===== config.mk =====
export PLATFORM = sky130hd
export DESIGN_NAME = counter_mod_step
export DESIGN_NICKNAME = d
export VERILOG_FILES = /design/src/rtl/counter_mod_step.sv
export SDC_FILE = /design/constraint.sdc
export NUM_CORES = 1
export LEC_CHECK = 0
export CORE_ASPECT_RATIO = 0.75
export CORE_UTILIZATION = 40
export DETAILED_ROUTE_END_ITERATION = 8
export GPL_TIMING_DRIVEN = 0
export PLACE_DENSITY = 0.77
export SLEW_MARGIN = 20
export SYNTH_ARGS = -nofsm -noshare
export SYNTH_HDL_FRONTEND = slang
export SYNTH_SLANG_ARGS = --single-unit
export TNS_END_PERCENT = 10

===== constraint.sdc =====
create_clock -name CLK -period 6.1 [get_ports CLK]
set_input_delay 0.915 -clock CLK [delete_from_list [all_inputs] [get_ports CLK]]
set_output_delay 0.915 -clock CLK [all_outputs]
set_load 0.02 [all_outputs]

===== src/rtl/counter_mod_step.sv =====
// counter_mod_step
//   Loadable up/down counter with a programmable modulus (MAX+1) and a
//   per-cycle step size. Carry/borrow event pulses are registered
//   alongside the count. ZERO and FULL status flags are decoded directly
//   from the count register.
//
//   Build option: define COUNTER_SAT_EN for saturating behaviour.
//   In that mode, up-count clamps at MAX with CO=1, and down-count clamps
//   at 0 with BO=1. Without the macro the counter wraps modulo MAX+1.
//
// Parameters
//   WIDTH  : counter width in bits (2..32)
//   MAX    : top count value (1..2**WIDTH-1)
//   STEP_W : width of STEP (1..WIDTH)
//
// Ports
//   CLK   in   rising-edge clock
//   RST_N in   asynchronous active-low reset (clears Q, CO, BO)
//   EN    in   count/load enable; 0 holds
//   S     in   function: 00 hold, 01 load, 10 up, 11 down
//   D     in   load data (clamped to MAX)
//   STEP  in   step amount (clamped to MAX)
//   Q     out  registered count
//   CO    out  registered carry event pulse
//   BO    out  registered borrow event pulse
//   ZERO  out  Q == 0
//   FULL  out  Q == MAX
module counter_mod_step #(
    parameter int unsigned WIDTH  = 8,
    parameter int unsigned MAX    = 2**WIDTH - 1,
    parameter int unsigned STEP_W = 4
) (
    input  logic              CLK,
    input  logic              RST_N,
    input  logic              EN,
    input  logic [1:0]        S,
    input  logic [WIDTH-1:0]  D,
    input  logic [STEP_W-1:0] STEP,
    output logic [WIDTH-1:0]  Q,
    output logic              CO,
    output logic              BO,
    output logic              ZERO,
    output logic              FULL
);

    // All arithmetic is one bit wider than the count so that Q+s and
    // Q+(MAX+1) never overflow before the modulus correction.
    localparam logic [WIDTH:0] MAX_X = (WIDTH+1)'(MAX);
    localparam logic [WIDTH:0] MOD_X = MAX_X + 1'b1;

    logic [WIDTH:0]   q_x;
    logic [WIDTH:0]   step_x;
    logic [WIDTH:0]   s_x;
    logic [WIDTH:0]   d_x;
    logic [WIDTH:0]   sum_x;
    logic [WIDTH-1:0] q_next;
    logic             co_next;
    logic             bo_next;

    always_comb begin
        q_x    = {1'b0, Q};
        step_x = (WIDTH+1)'(STEP);
        d_x    = {1'b0, D};
        s_x    = (step_x > MAX_X) ? MAX_X : step_x;
        sum_x  = q_x + s_x;

        q_next  = Q;
        co_next = 1'b0;
        bo_next = 1'b0;

        if (EN) begin
            unique case (S)
                2'b00: ;
                2'b01: q_next = (d_x > MAX_X) ? WIDTH'(MAX_X) : D;
                2'b10: begin
                    if (sum_x > MAX_X) begin
                        co_next = 1'b1;
`ifdef COUNTER_SAT_EN
                        q_next  = WIDTH'(MAX_X);
`else
                        q_next  = WIDTH'(sum_x - MOD_X);
`endif
                    end else begin
                        q_next = WIDTH'(sum_x);
                    end
                end
                2'b11: begin
                    if (s_x > q_x) begin
                        bo_next = 1'b1;
`ifdef COUNTER_SAT_EN
                        q_next  = '0;
`else
                        q_next  = WIDTH'(q_x + MOD_X - s_x);
`endif
                    end else begin
                        q_next = WIDTH'(q_x - s_x);
                    end
                end
                default: ;
            endcase
        end
    end

    always_ff @(posedge CLK or negedge RST_N) begin
        if (!RST_N) begin
            Q  <= '0;
            CO <= 1'b0;
            BO <= 1'b0;
        end else begin
            Q  <= q_next;
            CO <= co_next;
            BO <= bo_next;
        end
    end

    assign ZERO = (Q == '0);
    assign FULL = (q_x == MAX_X);

endmodule


After elaboration in Yosys (flattened, before gate mapping)
Cells that the tools add are included.
{"block": "classes", "addsub": 5, "reduce_logical": 3, "mux": 9, "eq_ne": 4, "order_cmp": 2}
{"op": "8-bit case mux with 3 select lines", "n": 1}
{"op": "8-bit two-way mux", "n": 2}
{"op": "8-bit by 4-bit subtractor with 8-bit output", "n": 2}
{"op": "8-bit by 4-bit adder with 9-bit output", "n": 1}
{"op": "9-bit by 8-bit greater-than comparator with 1-bit output, second input constant", "n": 1}
{"op": "8-bit by 1-bit adder with 8-bit output, second input constant", "n": 1}
{"op": "8-bit == test, second input constant", "n": 1}
{"op": "4-bit by 8-bit greater-than comparator with 1-bit output", "n": 1}
{"op": "8-bit logical NOT", "n": 1}
{"op": "8-bit by 1-bit subtractor with 8-bit output, second input constant", "n": 1}
{"op": "1-bit two-way mux", "n": 6}
{"op": "2-bit == test, second input constant", "n": 2}
{"op": "3-bit nonzero test", "n": 1}
{"op": "2-bit by 1-bit == test with 1-bit output, second input constant", "n": 1}
{"op": "2-bit AND reduction", "n": 1}
{"block": "word_totals", "wordCells": 26, "register_bits": 10}

Depth between registers and ports, before layout
Gate-level depths: netlist (run 1).
{"block": "depth", "ltp_word": 5, "mapped_depth": 9, "depth_no_buf": 9}

Worst setup path after synthesis (run 1)
Ideal clock, no wire load.
{"block": "synth_timing", "kind": "input port to flip-flop", "startpoint": "input port STEP[1]", "endpoint": "register Q[7]", "cell_stages": 7, "path_slack_ns": 3.596, "n_path_buf": 0, "arrival_ns": 2.365, "required_ns": 5.961, "path_cell_list": "inv_1 ha_1 nor2b_2 o21ai_2 o21a_1 o311a_1 or4_1"}
{"block": "synth_between", "elab_chain_len": 4}
{"item": "start, declared", "line": "38", "source": "input logic [STEP_W-1:0] STEP,"}
{"item": "8-bit by 4-bit adder with 9-bit output", "line": "65", "source": "sum_x = q_x + s_x;"}
{"item": "8-bit by 1-bit subtractor with 8-bit output or 9-bit by 8-bit greater-than comparator with 1-bit output (tied branches)", "line": "81, 76"}
{"item": "8-bit two-way mux", "line": "76", "source": "if (sum_x > MAX_X) begin"}
{"item": "8-bit case mux with 3 select lines (*)", "line": "72", "source": "unique case (S)"}
{"item": "end signal, assigned", "line": "110", "source": "Q <= q_next;"}
{"item": "end, declared", "line": "39", "source": "output logic [WIDTH-1:0] Q,"}
Mark *: on every way between the ends. The rest lies on a longest branch, timed or not.
A chain may end at the register's enable or synchronous reset.

Final worst setup path (run 1)
{"block": "layout_timing", "startpoint": "register Q[1]", "endpoint": "output port ZERO"}
{"block": "layout_between", "elab_chain_len": 1}
{"item": "8-bit logical NOT", "line": "116", "source": "assign ZERO = (Q == '0);"}
{"item": "end, declared", "line": "42", "source": "output logic ZERO,"}
No other way between the ends.

==> results of run 1 <==
## state kept, by name (all words and copies together) (netlist names)
signal / flops
CO: 1
Q: 8
BO: 1
## Yosys cell counts, types with 2 or more instances
master,count,share of area (%)
a31oi_1,7,4.2
nor2b_1,3,1.8
nand3_1,3,1.4
or3_1,2,1.2
fa_1,2,3.8
inv_1,13,4.6
clkbuf_1,5,1.8
dfrtp_1,10,24
nand2_1,11,3.9
nand4_1,3,1.8
o211ai_1,3,2.1
buf_2,3,1.4
o221ai_1,2,1.7
o22ai_1,4,2.4
nor3_1,6,2.8
a211oi_1,2,1.4
xnor2_1,3,2.5
nand2b_1,2,1.2
or4_1,2,1.4
ha_1,8,9.5
o21ai_0,6,2.8
a21oi_1,3,1.4
nor2_1,8,2.8
## layer usage
| metal | GRT usage (%) | part of all wire [%] | vias up |
|---|---|---|---|
| met5 | 0 | 0 | - |
| met1 | 31.8 | 47 | 519 |
| met4 | 6.82 | 1.0 | 0 |
| met3 | 3.37 | 9.2 | 4 |
| met2 | 34.3 | 43 | 54 |
| li1 | - | - | 557 |
## worst reg2reg max path, stage by stage, from the launching register on
cell and delay [ns]:
dfrtp_1 0.48, ha_1 0.45, inv_1 0.13, o31ai_1 0.59, nor4_1 0.10, a311oi_1 0.21, o311ai_0 0.19
## final cells by class
| cell class | count | area [µm²] |
|---|---|---|
| Buffer | 8 | 33.8 |
| Clock buffer | 4 | 36.3 |
| Fill cell | 246 | 1010 |
| Inverter | 14 | 52.6 |
| Multi-Input combinational cell | 102 | 718 |
| Sequential cell | 10 | 250 |
| Tap cell | 34 | 42.5 |
| Timing Repair Buffer | 26 | 260 |
## kinds of logic (layout without fill, tap and decap cells)
family | after synthesis | in the layout | share of synthesized area, %
AND/OR/NAND/NOR | 47 | 47 | 23.4
multiplexers | 2 | 2 | 2.02
buffers and inverters | 22 | 52 | 8.18
AO/OA/AOI/OAI | 40 | 40 | 26.9
adder cells (fa/ha/maj) | 10 | 10 | 13.3
flip-flops | 10 | 10 | 23.7
XOR/XNOR | 3 | 3 | 2.49
## power by group through the flow
stage	Sequential (W)	Clock (W)	Combinational, W
5_1_grt	0.000123	0.0000658	0.000290
4_1_cts	0.000118	0.0000603	0.000264
3_5_place_dp	0.000119	0	0.000263
6_report	0.000118	0.0000605	0.000266
3_3_place_gp	0.000118	0	0.000257
2_1_floorplan	0.000135	0	0.000152
## how the worst max path moves through the flow
stage                       end  slack [ns]
2_1_floorplan  Q[7]$_DFFE_PN0P_        3.60
3_3_place_gp   Q[4]$_DFFE_PN0P_        2.94
3_5_place_dp   Q[4]$_DFFE_PN0P_        2.90
4_1_cts                    ZERO        3.02
5_1_grt                    ZERO        2.92
6_report                   ZERO        3.04
## metrics by stage
step           setup WS, ns  instance area (µm²)  std cells
2_1_floorplan          3.60                 1050        134
3_3_place_gp           2.94                 1360        194
3_5_place_dp           2.90                 1360        194
5_1_grt                2.92                 1390        198
4_1_cts                3.02                 1390        198
6_report               3.04                 1390        198
==> qor.csv, run 1 <==
metric,value,unit
status,finished clean,
crit_type,flip-flop to output pin,
grt_overflow,0,
clock-sinks,10,
timing.rr.start,Q[3]$_DFFE_PN0P_,
layout_commonest_cell,clkdlybuf4s50_1,
peakVddDrop,0.119,mV
netlist-cell-type-count,46,
netlist_area,1050,µm²
viasPerCell,5.73,
crit_path_start,Q[1]$_DFFE_PN0P_,
rrSetupSlack,3.79,ns
path_depth,3,
cp-end-kind,output pin,
p_leak,0.563,nW
cp_slowest_stage_delay,0.62,ns
cts_max_path_buffers,2,
ios,29,
hold_viol,0,
dr_total_vias,1134,
setup_viol,0,
first_pass_iters,4,
numCtsBuffers,3,
power_frac_comb,59.8,%
cts_tree,built,
grt_max_degree,11,
remaining_drc_errors,0,
pwr-share-clk,13.6,%
core_area,2400,µm²
crit_family,simple AND/OR/NAND/NOR gates,
worstMarginPinSlew,0.688,ns
critPathSlowestCell,clkdlybuf4s50_1,
maxSlewViolCount,0,
power_switching,0.000205,W
synth_nets,161,
cp.required,5.18,ns
drive_gt1_share,8.54,%
layout_common_cells,"clkdlybuf4s50_1 (26), inv_1 (13), nand2_1 (11)",
postCtsSetupBuffers,0,
timing.hold.ws,0.642,ns
die_area,2850,µm²
die_h,46.5,µm
tns,0,ns
wire_per_inst,14.2,µm
area_delta_synth_final,32.1,%
hold_end,Q[0]$_DFFE_PN0P_,
initial_core_util,43.9,%
ctsHoldBuffers,0,
fin_util,58.0,%
grtUsageTotal,22.2,%
final.setup_skew,0.00433,ns
ys_warn_count,0,
dr.first_iter.drc_count,75,
crit_fanout,9,
num_antenna_cells,0,
clk_pin_slew,0.07,ns
numPortBuffers,26,
p_seq_share,26.6,%
clk_latency,0.27,ns
slew_headroom,53.7,%
yosysSeqAreaShare,23.7,%
die_w,61.3,µm
htreeDepth,1,
gp_congestion,1.02,
timing.rr.end,Q[4]$_DFFE_PN0P_,
fmax,327,MHz
first_global_vias,1010,
reg2reg_depth,6,
post_cts_resized,0,
power,0.000444,W
min_path_cells,1,
synth-edff-count,0,
power.internal,0.000239,W
routed_wl,2.80,mm
fin_crit_sh,50.1,%
dp_hpwl,2.30,mm
postRouteAntennaNets,0,
hp-start,Q[0]$_DFFE_PN0P_,
avgSynthCellArea,7.87,µm²
min_period,3.06,ns
worstHoldPathType,flip-flop to flip-flop,
ys_ff_latch,10,
worst_ep_arrival_time,2.14,ns
rows,15,
path_cells,or4_1 -> nor3_1 -> clkdlybuf4s50_1,
synthArstFlopShare,100,%
cts_root_buffer,clkbuf_4,
rsz0062_at_grt,no,
grt_pass1_wl,4.51,mm
synth_flop_cell,dfrtp_1,
antenna_found_initial,0,
swShare,46.2,%
crit_path_start_kind,flip-flop,
layout.nets,192,
path_buf_inv,1,
p_per_area,319,nW/µm²
synthesis.instances,134,
timing.max_cap.violations,0,
Note: power is estimated with default switching activity, not from simulation.
==> inputs of run 2 (changes only) <==
==> constraint.sdc (replaced) <==
create_clock -name CLK -period 3 [get_ports CLK]
set_input_delay 0.45 -clock CLK [delete_from_list [all_inputs] [get_ports CLK]]
set_output_delay 0.45 -clock CLK [all_outputs]
set_load 0.02 [all_outputs]
==> results of run 2 <==
The final DEF is identical to that of run 1. Status: finished clean.
Among the figures that moved: setup slack after placement 2.90 ns -> 0.268 ns; setup slack after layout 3.04 ns -> 0.408 ns; hold slack 0.642 ns -> 0.495 ns; register-to-register setup slack 3.79 ns -> 0.69 ns; total power 0.000444 W -> 0.000903 W; worst IR drop on VDD 0.119 mV -> 0.243 mV
==> inputs of run 3 (changes only) <==
--- a/config.mk
+++ b/config.mk
@@ -9,6 +9,7 @@
 export CORE_UTILIZATION = 40
 export DETAILED_ROUTE_END_ITERATION = 8
 export GPL_TIMING_DRIVEN = 0
+export MAX_ROUTING_LAYER = met4
 export PLACE_DENSITY = 0.77
 export SLEW_MARGIN = 20
 export SYNTH_ARGS = -nofsm -noshare
==> qor.csv, run 3 (same netlist as run 1, synthesis figures left out) <==
metric,value,unit
reg_top3,"Q x8, BO x1, CO x1",
status,finished clean,
grt_max_degree,11,
dr_total_vias,1158,
ios,29,
fin_crit_sh,86.2,%
layout_common_cells,"clkdlybuf4s50_1 (26), inv_1 (13), nand2_1 (11)",
slew_headroom,53.4,%
hold_viol,0,
rows,15,
num_antenna_cells,0,
worst_ep_arrival_time,2.14,ns
p_per_area,634,nW/µm²
clk_latency,0.27,ns
routed_wl,2.93,mm
wire_per_inst,14.9,µm
setup_viol,0,
regMostFlops,Q,
power,0.000874,W
largest_reg_flops,8,
use_met1,32.8,%
numPortBuffers,26,
worstHoldPathType,primary input to asynchronous set/reset pin,
met2_usage,34.3,%
postCtsSetupBuffers,0,
gp_congestion,0.940,
crit_family,simple AND/OR/NAND/NOR gates,
final_area,1380,µm²
antenna_found_initial,0,
dp_hpwl,2.38,mm
die_w,61.3,µm
crit_path_start_kind,flip-flop,
die_area,2850,µm²
worstMarginPinSlew,0.694,ns
reg2reg_depth,6,
tns,0,ns
postRouteAntennaNets,0,
final.setup_skew,0.00636,ns
viasPerCell,5.88,
critPathSlowestCell,clkdlybuf4s50_1,
remaining_drc_errors,0,
grt_use_met3,4.49,%
timing.max_cap.violations,0,
area_delta_synth_final,30.8,%
clk_pin_slew,0.06,ns
fmax,387,MHz
drive_gt1_share,7.98,%
crit_fanout,9,
path_buf_inv,1,
die_h,46.5,µm
initial_core_util,43.9,%
first_pass_iters,4,
layout.nets,192,
cts_tree,built,
cp.required,2.55,ns
grt_pass1_wl,4.69,mm
cp_slowest_stage_delay,0.63,ns
peakVddDrop,0.303,mV
cp-end-kind,output pin,
post_cts_resized,0,
min_period,2.59,ns
rrSetupSlack,0.72,ns
htreeDepth,1,
cts_max_path_buffers,2,
dr.first_iter.drc_count,92,
path_cells,or4_1 -> nor3_1 -> clkdlybuf4s50_1,
grt_overflow,0,
maxSlewViolCount,0,
crit_type,flip-flop to output pin,
grt_busiest_layer,met2,
cts_root_buffer,clkbuf_4,
rsz0062_at_grt,no,
layout_commonest_cell,clkdlybuf4s50_1,
place_area,1360,µm²
numCtsBuffers,3,
first_global_vias,1008,
ctsHoldBuffers,0,
fillers,230,
clock-sinks,10,
p_leak,0.556,nW
timing.rr.start,Q[3]$_DFFE_PN0P_,
core_area,2400,µm²
grtUsageTotal,24.0,%
timing.rr.end,Q[4]$_DFFE_PN0P_,
-- run 3: worst max path at each step --
stage | slack [ns] | end | start | cells after the start
2_1_floorplan | 0.83 | Q[7]$_DFFE_PN0P_ | Q[1]$_DFFE_PN0P_ | 6
3_3_place_gp | 0.25 | Q[7]$_DFFE_PN0P_ | STEP[1] | 8
3_5_place_dp | 0.23 | Q[7]$_DFFE_PN0P_ | STEP[1] | 8
4_1_cts | 0.41 | ZERO | Q[1]$_DFFE_PN0P_ | 3
5_1_grt | 0.27 | Q[4]$_DFFE_PN0P_ | STEP[2] | 8
6_report | 0.41 | ZERO | Q[1]$_DFFE_PN0P_ | 3
-- run 3: metrics by stage --
| stage | utilization (%) | instances | setup slack, ns | hold slack [ns] |
|---|---|---|---|---|
| floorplan | - | 134 | 0.833 | 0.154 |
| global placement | 56.5 | 194 | 0.252 | 0.612 |
| detailed placement | 56.5 | 194 | 0.226 | 0.637 |
| CTS | 57.4 | 197 | 0.406 | 0.515 |
| global route | 57.4 | 197 | 0.268 | 0.532 |
| finish | 57.4 | 197 | 0.415 | 0.498 |
-- run 3: layer usage --
layer	vias up	part of all wire, %
met5	-	0
met4	0	2.1
met3	7	7.8
met2	60	43
met1	530	47
li1	561	-
-- run 3: worst reg2reg max path, delay by kind of cell, from the launching register on --
family | cells | cell delay (ns)
compound gates | 3 | 0.98
simple gates | 1 | 0.10
fa+ha+maj | 1 | 0.45
buf+inv | 1 | 0.13
flops | 1 | 0.47
-- run 3: final cells by class --
cell class / count / area [µm²] / share of cell area (%)
multi-input combinational: 102 / 718 / 52.0
buffer: 8 / 33.8 / 2.45
tap: 34 / 42.5 / 3.08
timing repair buffer: 26 / 260 / 18.9
sequential: 10 / 250 / 18.1
clock buffer: 3 / 22.5 / 1.63
inverter: 14 / 52.6 / 3.81
-- run 3: report_power, final --
part            total, W  switching (W)  internal, W
clock network  0.0000916      0.0000453    0.0000464
registers       0.000241      0.0000686     0.000173
logic           0.000541       0.000301     0.000240
